--- src/rtl/gbc_mbc1_responder.sv ---
// gbc_mbc1_responder: MBC1 cartridge responder that decodes CPU bus accesses and
// bridges ROM/external-RAM traffic onto a byte-wide valid/ready backing-store port.
module gbc_mbc1_responder #(
    parameter int RomAddressWidth = 21,
    parameter int RamAddressWidth = 15
) (
    input  logic        Clk,
    input  logic        Reset,
    input  logic        BusAccess,
    input  logic        BusWrite,
    input  logic [15:0] BusAddress,
    input  logic [7:0]  BusDataIn,
    output logic [7:0]  BusDataOut,
    output logic        BusReady,
    output logic        BusDataReady,
    output logic        MemAccess,
    output logic        MemWrite,
    output logic [21:0] MemAddress,
    output logic [7:0]  MemDataOut,
    input  logic [7:0]  MemDataIn,
    input  logic        MemReady,
    input  logic        MemDataReady
);
    localparam logic [21:0] RomMaskFull = (22'd1 << RomAddressWidth) - 22'd1;
    localparam logic [21:0] RamMaskFull = (22'd1 << RamAddressWidth) - 22'd1;
    localparam logic [20:0] RomMask = RomMaskFull[20:0];
    localparam logic [20:0] RamMask = RamMaskFull[20:0];
    typedef enum logic [1:0] {Idle, Issue, WaitData, Respond} state_t;
    state_t state, stateNext;
    logic ramEn, ramEnNext, mode, modeNext;
    logic [4:0] bank1, bank1Next, bank1Eff;
    logic [1:0] bank2, bank2Next, upperBank;
    logic [7:0] busDataOutNext, memDataOutNext;
    logic busDataReadyNext, memAccessNext, memWriteNext;
    logic [21:0] memAddressNext;
    logic [20:0] romOffset, ramOffset;
    logic isRom, ramOk;
    assign isRom = ~BusAddress[15];
    assign ramOk = (BusAddress[15:13] == 3'b101) && ramEn && (RamAddressWidth > 0);
    assign bank1Eff = (bank1 == 5'd0) ? 5'd1 : bank1;
    assign upperBank = mode ? bank2 : 2'b00;
    assign romOffset = (BusAddress[14] ? {bank2, bank1Eff, BusAddress[13:0]}
                                       : {upperBank, 5'b0, BusAddress[13:0]}) & RomMask;
    assign ramOffset = {6'b0, upperBank, BusAddress[12:0]} & RamMask;
    // Reset gates BusReady directly so the bus sees "busy" for the whole reset window.
    assign BusReady = (state == Idle) && !Reset;
    always_comb begin
        stateNext = state;
        ramEnNext = ramEn;
        bank1Next = bank1;
        bank2Next = bank2;
        modeNext = mode;
        busDataOutNext = BusDataOut;
        busDataReadyNext = 1'b0;
        memAccessNext = MemAccess;
        memWriteNext = MemWrite;
        memAddressNext = MemAddress;
        memDataOutNext = MemDataOut;
        case (state)
            Idle: if (BusAccess) begin
                if (isRom && BusWrite) begin
                    ramEnNext = (BusAddress[14:13] == 2'd0) ? (BusDataIn[3:0] == 4'hA) : ramEn;
                    bank1Next = (BusAddress[14:13] == 2'd1) ? BusDataIn[4:0] : bank1;
                    bank2Next = (BusAddress[14:13] == 2'd2) ? BusDataIn[1:0] : bank2;
                    modeNext = (BusAddress[14:13] == 2'd3) ? BusDataIn[0] : mode;
                    stateNext = Respond;
                end else if (isRom || ramOk) begin
                    memAccessNext = 1'b1;
                    memWriteNext = BusWrite;
                    memAddressNext = isRom ? {1'b0, romOffset} : {1'b1, ramOffset};
                    memDataOutNext = BusDataIn;
                    stateNext = Issue;
                end else begin
                    busDataOutNext = BusWrite ? BusDataOut : 8'hFF;
                    busDataReadyNext = !BusWrite;
                    stateNext = Respond;
                end
            end
            Issue: if (MemReady) begin
                memAccessNext = 1'b0;
                stateNext = MemWrite ? Respond : WaitData;
            end
            WaitData: if (MemDataReady) begin
                busDataOutNext = MemDataIn;
                busDataReadyNext = 1'b1;
                stateNext = Respond;
            end
            Respond: stateNext = Idle;
            default: stateNext = Idle;
        endcase
    end
    always_ff @(posedge Clk) begin
        if (Reset) begin
            state <= Idle;
            ramEn <= 1'b0;
            bank1 <= 5'd0;
            bank2 <= 2'd0;
            mode <= 1'b0;
            BusDataOut <= 8'hFF;
            BusDataReady <= 1'b0;
            MemAccess <= 1'b0;
            MemWrite <= 1'b0;
            MemAddress <= 22'd0;
            MemDataOut <= 8'd0;
        end else begin
            state <= stateNext;
            ramEn <= ramEnNext;
            bank1 <= bank1Next;
            bank2 <= bank2Next;
            mode <= modeNext;
            BusDataOut <= busDataOutNext;
            BusDataReady <= busDataReadyNext;
            MemAccess <= memAccessNext;
            MemWrite <= memWriteNext;
            MemAddress <= memAddressNext;
            MemDataOut <= memDataOutNext;
        end
    end
endmodule
--- config.mk ---
export PLATFORM = sky130hd
export DESIGN_NAME = gbc_mbc1_responder
export DESIGN_NICKNAME = d
export VERILOG_FILES = /design/src/rtl/gbc_mbc1_responder.sv
export SDC_FILE = /design/constraint.sdc
export NUM_CORES = 1
export LEC_CHECK = 0
export ABC_CLOCK_PERIOD_IN_PS = 3600
export BUFFER_PORTS_ARGS = -buffer_cell sky130_fd_sc_hd__buf_4
export CELL_PAD_IN_SITES_DETAIL_PLACEMENT = 1
export CELL_PAD_IN_SITES_GLOBAL_PLACEMENT = 1
export CORE_UTILIZATION = 37
export DETAILED_ROUTE_END_ITERATION = 8
export HOLD_SLACK_MARGIN = 0.03
export PLACE_DENSITY_LB_ADDON = 0.15
export SLEW_MARGIN = 20
export SYNTH_ARGS = -nofsm -noshare
export SYNTH_HDL_FRONTEND = slang
export SYNTH_SLANG_ARGS = --single-unit
--- constraint.sdc ---
create_clock -name Clk -period 3.6 [get_ports Clk]
set_input_delay 0.18 -clock Clk [delete_from_list [all_inputs] [get_ports Clk]]
set_output_delay 0.18 -clock Clk [all_outputs]
set_load 0.005 [all_outputs]
==> impl_metrics.csv, run 1 <==
group,metric,value,unit
floorplan,die_w,76.9,um
min_path,hp-class,"input pin to register",
floorplan,rows,26,
detailed_routing,wl_per_cell,13.8,um
synthesis,ys_seq_area_frac,0.501,
outcome,status,"complete, no violations",
synthesis,unique_cell_type_count_in_the_yosys_netlist,39,
floorplan,die_area,0.00592,sq mm
clock_network,cts_repair_resize_count,0,
floorplan,io_pins,80,
placed_design,placed_cell_area,0.00269,sq mm
timing,rsz_0062_raised_after_global_routing,"no",
clock_network,cts.sinks,52,
detailed_routing,post_drt_via_cell_ratio,5.01,
synthesis,synth_top_area_frac,0.501,
clock_network,postCtsHoldBufs,0,
timing,slew_headroom,0.557,
synthesis,synth-async-reset-ratio,0,
synthesis,syn-num-nets,271,
timing,setup_viol_count_final,0,
global_routing,grt_overflow,0,
detailed_routing,vias,1877,
setup_path,required,3.80,ns
global_routing,first_global_vias,1800,
run,max_cap_violation_count,0,
detailed_routing,postRouteWirelength,5180,um
setup_path,r2r_slack,1.49,ns
placed_design,placedCellCount,367,
global_routing,grt.total_usage,0.181,
timing,finalCriticalPeriod,2.11,ns
clock_network,clk_pin_slew_worst_paths,0.09,ns
detailed_routing,drt-initial-drc-count,59,
placed_design,dpl.hpwl,3690,um
timing,post-route-period-util,0.587,
clock_network,clk_path_buf_depth,2,
global_routing,grt_pass1_wl,8520,um
detailed_routing,route.top_layer_used,"met4",
detailed_routing,met1_length,2480,um
finish,drive_above_1_share,0.305,
setup_path,setup.worst_path.start_class,"register",
clock_network,clk-insertion-delay-late,0.30,ns
finish,final_nets,345,
setup_path,critical_path_class,"register to register",
finish,fillers,647,
power_and_ir_drop,ir_drop_worst_case_vdd,0.254,mV
synthesis,synth_enable_flop_cells,0,
timing,tightestPinTransition,0.664,ns
clock_network,post_cts_setup_buffers,0,
synthesis,count_of_warnings_emitted_by_yosys,0,
synthesis,postSynthAreaPerCell,9.03,sq um
detailed_routing,met2_wl,2420,um
global_routing,antenna_found_initial,0,
clock_network,root_buffer,"clkbuf_8",
placed_design,placement.io_buffers,79,
finish,post_layout_nonfiller_instances,375,
timing,timing_hold_violations_final,0,
power_and_ir_drop,power_density,464,mW/mm^2
detailed_routing,drt.antenna.violating_nets,0,
timing,setup-tns-final,0,ns
detailed_routing,drt_pre_antenna_iters,4,
floorplan,starting_density_of_the_core,0.394,
synthesis,syn_area,0.00208,sq mm
synthesis,yosys_most_used_dff,"dfxtp_1",
floorplan,area_inside_the_core_boundary,0.00527,sq mm
synthesis,netlist.top_cell.by_area,"dfxtp_1",
clock_network,tritoncts_clock_tree,"done",
synthesis,synth-seq-cells,52,
setup_path,critPathArrivalTime,2.31,ns
placed_design,gp_congestion,0.759,
min_path,hold-path-cell-count,2,
clock_network,cts-buffers-inserted,5,
setup_path,path_max_fanout,32,
finish,post-route-util,0.527,
timing,finClkSkew,0.00528,ns
global_routing,grt_max_degree,48,
finish,areaGrowthSynthToFinish,33.8,%
setup_path,reg2reg_depth,6,
detailed_routing,met3RoutedLength,208,um
timing,drv_slew,0,
detailed_routing,drc,0,
clock_network,cts-htree-levels,2,
floorplan,die_y,76.9,um
synthesis,netlist_top_cells_area,"dfxtp_1, nand2_1, a21oi_1, mux2i_1, o22a_1",
finish,num_antenna_cells,0,
synthesis,syn_inst,230,
setup_path,worstSetupEndpointType,"register",
power_and_ir_drop,static-leakage-power,0.00112,uW
timing,achievable-frequency,0.473,GHz
finish,design_area,0.00278,sq mm
==> cells by family (layout without fill, tap and decap cells) <==
logic type	after synthesis	after routing	synth area share
compound gates	55	55	0.180
fa+ha+maj	3	3	0.0181
simple gates	96	96	0.220
flops	52	52	0.501
mux	8	8	0.0386
buf+inv	16	91	0.0422
==> registers in the layout, indices dropped and copies added, names as in the netlist <==
name / flops
ramEn: 1
BusDataReady: 1
MemDataOut: 8
MemAccess: 1
MemWrite: 1
MemAddress: 22
bank1: 5
state: 2
mode: 1
bank2: 2
BusDataOut: 8
==> report_power, final <==
group | leakage [uW] | switching (uW) | internal [uW] | total (uW)
sequential | 0.000421 | 22.1 | 617 | 639
combinational | 0.000658 | 160 | 144 | 305
clock | 0.0000445 | 187 | 157 | 344
==> worst paths after layout <==
path / to / start
max: MemAddress[19]$_SDFFE_PP0P_ / state[1]$_SDFFE_PP0P_
min: BusDataOut[0]$_SDFFE_PP1P_ / MemDataIn[0]
max reg2reg: MemAddress[19]$_SDFFE_PP0P_ / state[1]$_SDFFE_PP0P_
min reg2reg: MemAddress[11]$_SDFFE_PP0P_ / MemAddress[11]$_SDFFE_PP0P_
==> through the flow <==
stage | setup slack, ns | hold slack [ns] | total power, uW
2_1_floorplan | 1.93 | 0.299 | 837
3_3_place_gp | 1.56 | 0.383 | 954
3_5_place_dp | 1.49 | 0.388 | 961
4_1_cts | 1.47 | 0.0671 | 1310
5_1_grt | 1.26 | 0.0667 | 1370
6_report | 1.49 | 0.0737 | 1290
==> area by class of cell <==
| class | instances | area [sq um] | share of cell area |
|---|---|---|---|
| Clock buffer | 7 | 86.3 | 0.0311 |
| Inverter | 4 | 15.0 | 0.00540 |
| Tap cell | 70 | 87.6 | 0.0315 |
| Timing Repair Buffer | 79 | 593 | 0.213 |
| Clock inverter | 1 | 7.51 | 0.00270 |
| Multi-Input combinational cell | 162 | 948 | 0.341 |
| Sequential cell | 52 | 1040 | 0.375 |
==> cell usage after synthesis, drive strengths merged (2+ instances only) <==
| library cell | number |
|---|---|
| ha | 3 |
| a22o | 2 |
| a21oi | 27 |
| o21ai | 3 |
| nor3 | 6 |
| o22a | 8 |
| dfxtp | 52 |
| nand2 | 54 |
| nor2b | 2 |
| nand3 | 7 |
| mux2i | 8 |
| buf | 8 |
| inv | 4 |
| a211oi | 4 |
| a21o | 2 |
| nor2 | 17 |
| clkbuf | 4 |
| nor3b | 3 |
==> critical path: stages (launching register included) <==
cell,delay (ns)
dfxtp_1,0.32
inv_1,0.12
ha_1,0.35
nand2_1,0.13
o21ba_2,0.69
nor2_1,0.13
a22o_1,0.26
==> cells in the final DEF, fill, tap and decap left out, types with 3 or more instances in the layout <==
| cell | synthesis | final |
|---|---|---|
| buf_4 | 5 | 79 |
| nand2_1 | 54 | 54 |
| dfxtp_1 | 52 | 52 |
| a21oi_1 | 27 | 27 |
| nor2_1 | 17 | 17 |
| mux2i_1 | 8 | 8 |
| o22a_1 | 8 | 8 |
| nand3_1 | 6 | 6 |
| nor3_1 | 6 | 6 |
| clkbuf_8 | 0 | 6 |
| inv_1 | 4 | 4 |
| a211oi_1 | 4 | 4 |
| o21ai_0 | 3 | 3 |
| ha_1 | 3 | 3 |
==> metal layers <==
metal / GRT usage / up-vias
met3: 0.0393 / 7
met4: 0.0635 / 0
met2: 0.296 / 43
met1: 0.235 / 884
met5: 0 / -
li1: - / 943
No activity file was read; power rests on OpenSTA's default activity.
==> run 2, diff against run 1 <==
Settings changed: ABC_AREA from default to 1, ABC_CLOCK_PERIOD_IN_PS 3600 to 2100, CORE_UTILIZATION 37 to 35.
Clock period 3.6 ns to 2.1 ns, I/O delays scaled along.
==> impl_metrics.csv, run 2 <==
group,metric,value,unit
outcome,status,"complete, no violations",
clock_network,post_cts_setup_buffers,0,
global_routing,antenna_found_initial,0,
global_routing,grt_overflow,0,
timing,setup-tns-final,0,ns
clock_network,cts.sinks,52,
setup_path,crit_path_cell_trace,"inv_1 > ha_1 > buf_4 > nand2_1 > o21ai_1 > nor2_4 > nand2_4 > nand2_1 > nand3_1",
synthesis,netlist.top_cell.by_area,"dfxtp_1",
floorplan,starting_density_of_the_core,0.361,
finish,largest_reg_flops,22,
floorplan,area_inside_the_core_boundary,0.00635,sq mm
min_path,hp-class,"input pin to register",
global_routing,first_global_vias,2302,
setup_path,timing.critical_path.mode_cell,"nand2_1",
timing,slew_headroom,0.560,
timing,achievable-frequency,0.553,GHz
power_and_ir_drop,power_density,983,mW/mm^2
detailed_routing,postRouteWirelength,6450,um
clock_network,cts-htree-levels,2,
clock_network,postCtsHoldBufs,7,
floorplan,die_y,82.9,um
finish,multi_input_comb_area,0.00104,sq mm
setup_path,path_delay_family,"simple AND/OR/NAND/NOR gates",
synthesis,synth-seq-cells,52,
global_routing,grt_max_degree,33,
synthesis,yosys_most_used_dff,"dfxtp_1",
run,max_cap_violation_count,0,
synthesis,ys_seq_area_frac,0.454,
synthesis,synth_top_area_frac,0.454,
power_and_ir_drop,static-leakage-power,0.00133,uW
synthesis,yosys.cell_count.top_type,"nand2_1",
timing,drv_slew,0,
timing,post-route-period-util,0.861,
detailed_routing,drc,0,
synthesis,syn_area,0.00229,sq mm
global_routing,grt.total_usage,0.192,
setup_path,critPathArrivalTime,1.98,ns
setup_path,path_max_fanout,9,
setup_path,cp_slowest_cell,"dfxtp_1",
floorplan,die_area,0.00688,sq mm
power_and_ir_drop,ir_drop_worst_case_vdd,0.654,mV
synthesis,synth_enable_flop_cells,0,
floorplan,die_w,82.9,um
synthesis,syn_inst,303,
finish,drive_above_1_share,0.266,
finish,seq_area,0.00104,sq mm
floorplan,io_pins,80,
global_routing,grt_pass1_wl,10800,um
placed_design,placement.io_buffers,79,
synthesis,syn-num-nets,344,
finish,largest_registers_ranked_by_flip_flop_count,"MemAddress: 22 flops, BusDataOut: 8 flops, MemDataOut: 8 flops",
detailed_routing,drt_pre_antenna_iters,4,
setup_path,critPathBufInv,2,
clock_network,tritoncts_clock_tree,"done",
finish,num_antenna_cells,0,
finish,largest-register,"MemAddress",
finish,most_common_cell_after_layout_fill_and_taps_aside,"buf_4",
clock_network,clk-insertion-delay-late,0.31,ns
detailed_routing,vias,2349,
clock_network,root_buffer,"clkbuf_8",
clock_network,clk_pin_slew_worst_paths,0.09,ns
timing,rsz_0062_raised_after_global_routing,"no",
detailed_routing,drt-initial-drc-count,84,
timing,tightestPinTransition,0.660,ns
clock_network,cts_repair_resize_count,0,
placed_design,dp_slack,0.295,ns
timing,finalCriticalPeriod,1.81,ns
finish,final_nets,423,
setup_path,worstSetupEndpointType,"register",
synthesis,unique_cell_type_count_in_the_yosys_netlist,23,
synthesis,netlist_top_cells_area,"dfxtp_1, nand2_1, a21oi_1, nand4_1, nor2_1",
synthesis,postSynthAreaPerCell,7.57,sq um
timing,timing_hold_violations_final,0,
setup_path,critical_path_class,"register to register",
finish,final_cell_mix,"buf_4, nand2_1, dfxtp_1",
detailed_routing,drt.antenna.violating_nets,0,
floorplan,rows,29,
synthesis,count_of_warnings_emitted_by_yosys,0,
placed_design,dpl.hpwl,4680,um
timing,finClkSkew,0.00681,ns
detailed_routing,post_drt_via_cell_ratio,5.11,
finish,fillers,808,
setup_path,setup.worst_path.start_class,"register",
timing,setup_viol_count_final,0,
placed_design,gp_congestion,0.775,
setup_path,required,2.27,ns
synthesis,synth-async-reset-ratio,0,
timing,timing.final.ws_setup,0.292,ns
synthesis,synth.top_cells.by_count,"nand2_1, dfxtp_1, a21oi_1",
timing,timing.hold.ws,0.0535,ns
finish,areaGrowthSynthToFinish,33.7,%
setup_path,cpPeakStageDelay,0.40,ns
detailed_routing,wl_per_cell,14.0,um
clock_network,cts-buffers-inserted,5,
clock_network,clk_path_buf_depth,2,
-- run 2: changes by cell type after synthesis, moves of 11 or more --
cell     previous run  this run
inv_1               4        21
nand3_1             6        17
a21oi_1            27        38
nand4_1             0        28
-- run 2: routing by layer --
| layer | track usage | wire (um) | vias to the layer above |
|---|---|---|---|
| met2 | 0.325 | 3030 | 62 |
| met1 | 0.240 | 2980 | 1093 |
| met5 | 0 | 0 | - |
| met3 | 0.0437 | 351 | 11 |
| li1 | - | - | 1183 |
| met4 | 0.0674 | 95 | 0 |
-- run 2: worst register-to-register path, delay by kind of cell, from the launching register on --
kind            cells  cell delay, ns
compound gates      1            0.15
buf+inv             2            0.27
simple gates        5            0.64
flops               1            0.40
fa+ha+maj           1            0.22
-- run 2: cell type report --
cell class                      count  share of cell area
Tap cell                           77              0.0314
Inverter                           25              0.0306
Timing Repair Buffer               91               0.229
Multi-Input combinational cell    207               0.340
Sequential cell                    52               0.340
Clock buffer                        8              0.0294
-- run 2: final timing paths --
path | from | end | slack (ns) | cells past startpoint
min | MemDataIn[2] | BusDataOut[2]$_SDFFE_PP1P_ | 0.05 | 3
min reg2reg | MemAddress[21]$_SDFFE_PP0P_ | MemAddress[21]$_SDFFE_PP0P_ | 0.46 | 2
max reg2reg | state[0]$_SDFFE_PP0P_ | BusDataOut[2]$_SDFFE_PP1P_ | 0.29 | 9
max | state[0]$_SDFFE_PP0P_ | BusDataOut[2]$_SDFFE_PP1P_ | 0.29 | 9
-- run 2: per-stage QoR --
stage / instance area, sq um / cells / utilization / total power [uW]
after global routing: 3060 / 460 / 0.483 / 3240
final: 3060 / 460 / 0.483 / 3010
after CTS: 3060 / 460 / 0.483 / 3050
after floorplan: 2290 / 303 / - / 2000
after detailed placement: 2900 / 445 / 0.457 / 2440
after global placement: 2900 / 445 / 0.457 / 2400
-- run 2: cells by family after synthesis --
group                      synth area share
adders and majority gates            0.0164
buffers and inverters                0.0912
and+or+nand+nor                       0.290
AOI/OAI and AO/OA                     0.148
DFF                                   0.454
-- run 2: report_power, final --
part           total (uW)  internal [uW]  leakage [uW]  switching [uW]
clock network         594            270     0.0000455             324
registers            1230           1140      0.000423            90.0
logic                1180            502      0.000861             682
total                3010           1920       0.00133            1100
==> run 3, diff against run 2 <==
Settings changed: BUFFER_PORTS_ARGS -buffer_cell sky130_fd_sc_hd__buf_4 to default, CORE_UTILIZATION 35 to 43, DONT_BUFFER_PORTS from default to 1, TNS_END_PERCENT from default to 5.
==> impl_metrics.csv, run 3 (same netlist as run 2, synthesis figures left out) <==
group,metric,value,unit
setup_path,crit_path_cell_trace,"inv_1 > ha_1 > nand2_1 > inv_2 > nand3_2 > nand2_1 > a21oi_1",
clock_network,cts-buffers-inserted,5,
finish,drive_above_1_share,0.0697,
power_and_ir_drop,static-leakage-power,0.00104,uW
placed_design,placed_cell_area,0.00229,sq mm
detailed_routing,post_drt_via_cell_ratio,5.46,
clock_network,cts-htree-levels,2,
floorplan,die_y,75.0,um
setup_path,timing.critical_path.mode_cell,"nand2_1",
global_routing,antenna_found_initial,0,
finish,areaGrowthSynthToFinish,18.7,%
outcome,status,"complete, no violations",
min_path,hp-class,"input pin to register",
clock_network,cts.sinks,52,
setup_path,cp_slowest_cell,"nand3_2",
finish,num_antenna_cells,0,
timing,slew_headroom,0.529,
timing,timing_hold_violations_final,0,
setup_path,rr_startpoint,"state[0]$_SDFFE_PP0P_",
global_routing,global_route.usage.met2,0.413,
global_routing,grt_overflow,0,
detailed_routing,drt_pre_antenna_iters,5,
floorplan,rows,26,
setup_path,worstSetupEndpointType,"register",
global_routing,grt-busiest-layer,"met2",
placed_design,dpl.hpwl,4070,um
global_routing,global_route_met3_usage,0.0602,
power_and_ir_drop,post-layout-total-power,2840,uW
placed_design,placedCellCount,358,
setup_path,cpPeakStageDelay,0.58,ns
setup_path,setup.worst_path.start_class,"register",
finish,multi_input_comb_area,0.00104,sq mm
global_routing,first_global_vias,2161,
global_routing,grt_pass1_wl,10300,um
detailed_routing,vias,2185,
detailed_routing,drt.antenna.violating_nets,0,
setup_path,path_max_fanout,33,
floorplan,io_pins,80,
power_and_ir_drop,ir_drop_worst_case_vdd,0.669,mV
floorplan,die_w,75.0,um
timing,rsz_0062_raised_after_global_routing,"no",
finish,fillers,664,
finish,largest_reg_flops,22,
min_path,whs_endpoint,"BusDataReady$_SDFF_PP0_",
detailed_routing,postRouteWirelength,6700,um
finish,final_cell_mix,"nand2_1, dfxtp_1, a21oi_1",
clock_network,root_buffer,"clkbuf_8",
clock_network,postCtsHoldBufs,34,
setup_path,critical_path_class,"register to register",
detailed_routing,drt-initial-drc-count,91,
finish,largest_registers_ranked_by_flip_flop_count,"MemAddress: 22 flops, BusDataOut: 8 flops, MemDataOut: 8 flops",
finish,design_area,0.00272,sq mm
setup_path,timing.rr.end,"MemAddress[6]$_SDFFE_PP0P_",
setup_path,required,2.27,ns
run,max_cap_violation_count,0,
finish,most_common_cell_after_layout_fill_and_taps_aside,"nand2_1",
power_and_ir_drop,power_density,1040,mW/mm^2
setup_path,critPathArrivalTime,2.10,ns
placed_design,placement.io_buffers,0,
timing,finalCriticalPeriod,1.93,ns
clock_network,tritoncts_clock_tree,"done",
timing,setup_viol_count_final,0,
timing,drv_slew,0,
clock_network,clk-insertion-delay-late,0.30,ns
timing,finClkSkew,0.00513,ns
finish,seq_area,0.00104,sq mm
min_path,hold-path-cell-count,3,
clock_network,post_cts_setup_buffers,0,
clock_network,clk_pin_slew_worst_paths,0.09,ns
floorplan,starting_density_of_the_core,0.449,
finish,final_nets,370,
detailed_routing,wl_per_cell,16.7,um
clock_network,clk_path_buf_depth,2,
floorplan,area_inside_the_core_boundary,0.00511,sq mm
finish,post_layout_nonfiller_instances,400,
setup_path,r2r_slack,0.17,ns
timing,tightestPinTransition,0.705,ns
global_routing,grt_max_degree,34,
floorplan,die_area,0.00563,sq mm
placed_design,gp_congestion,0.771,
clock_network,cts_repair_resize_count,0,
finish,largest-register,"MemAddress",
setup_path,reg2reg_depth,7,
timing,setup-tns-final,0,ns
timing,achievable-frequency,0.518,GHz
global_routing,grt.total_usage,0.241,
min_path,hold_path.startpoint,"BusWrite",
global_routing,grt_use_met1,0.309,
detailed_routing,drc,0,
timing,post-route-period-util,0.919,
==> run 3: cell types whose count changed in the layout (fill, tap and decap cells not counted), sizes merged <==
cell and delta:
buf -79, dlygate4sd3 +26
==> run 3: metal layers <==
metal	routed length, um	vias to the layer above
met5	0	-
met2	3230	66
met1	3030	1044
met4	22	0
li1	-	1073
met3	412	2
==> run 3: report_power, final <==
group / switching [uW] / total [uW] / internal (uW) / leakage, uW
registers: 123 / 1270 / 1150 / 0.000423
clock network: 320 / 590 / 270 / 0.0000455
logic: 640 / 978 / 338 / 0.000575
==> run 3: worst max-delay path by stage <==
| stage | from | to | slack [ns] | cells past startpoint |
|---|---|---|---|---|
| 2_1_floorplan | state[0]$_SDFFE_PP0P_ | BusDataOut[0]$_SDFFE_PP1P_ | 0.61 | 9 |
| 3_3_place_gp | state[0]$_SDFFE_PP0P_ | MemAddress[13]$_SDFFE_PP0P_ | 0.30 | 8 |
| 3_5_place_dp | state[1]$_SDFFE_PP0P_ | MemAddress[13]$_SDFFE_PP0P_ | 0.21 | 7 |
| 4_1_cts | state[0]$_SDFFE_PP0P_ | MemAddress[15]$_SDFFE_PP0P_ | 0.17 | 7 |
| 5_1_grt | state[0]$_SDFFE_PP0P_ | MemAddress[19]$_SDFFE_PP0P_ | 0.02 | 7 |
| 6_report | state[0]$_SDFFE_PP0P_ | MemAddress[6]$_SDFFE_PP0P_ | 0.17 | 7 |
==> run 3: worst max-delay path, delay by kind of cell (launching register included) <==
family                   cells  cell delay (ns)
flip-flops                   1             0.36
adder cells (fa/ha/maj)      1             0.17
buffers and inverters        2             0.26
AND/OR/NAND/NOR              3             0.91
AO/OA/AOI/OAI                1             0.09
==> run 3: final cells by class <==
class | count | share of cell area
multi-input cells | 207 | 0.383
flip-flops and latches | 52 | 0.383
repair buffers | 38 | 0.134
inverters | 25 | 0.0345
clock buffers | 8 | 0.0331
well taps | 70 | 0.0322
==> run 3: stage by stage <==
| stage | setup WS [ns] | hold slack [ns] | utilization |
|---|---|---|---|
| CTS | 0.167 | 0.0355 | 0.534 |
| global placement | 0.299 | 0.180 | 0.449 |
| floorplan | 0.611 | 0.174 | - |
| global route | 0.0164 | 0.0431 | 0.533 |
| detailed placement | 0.214 | 0.181 | 0.449 |
| finish | 0.170 | 0.0401 | 0.533 |
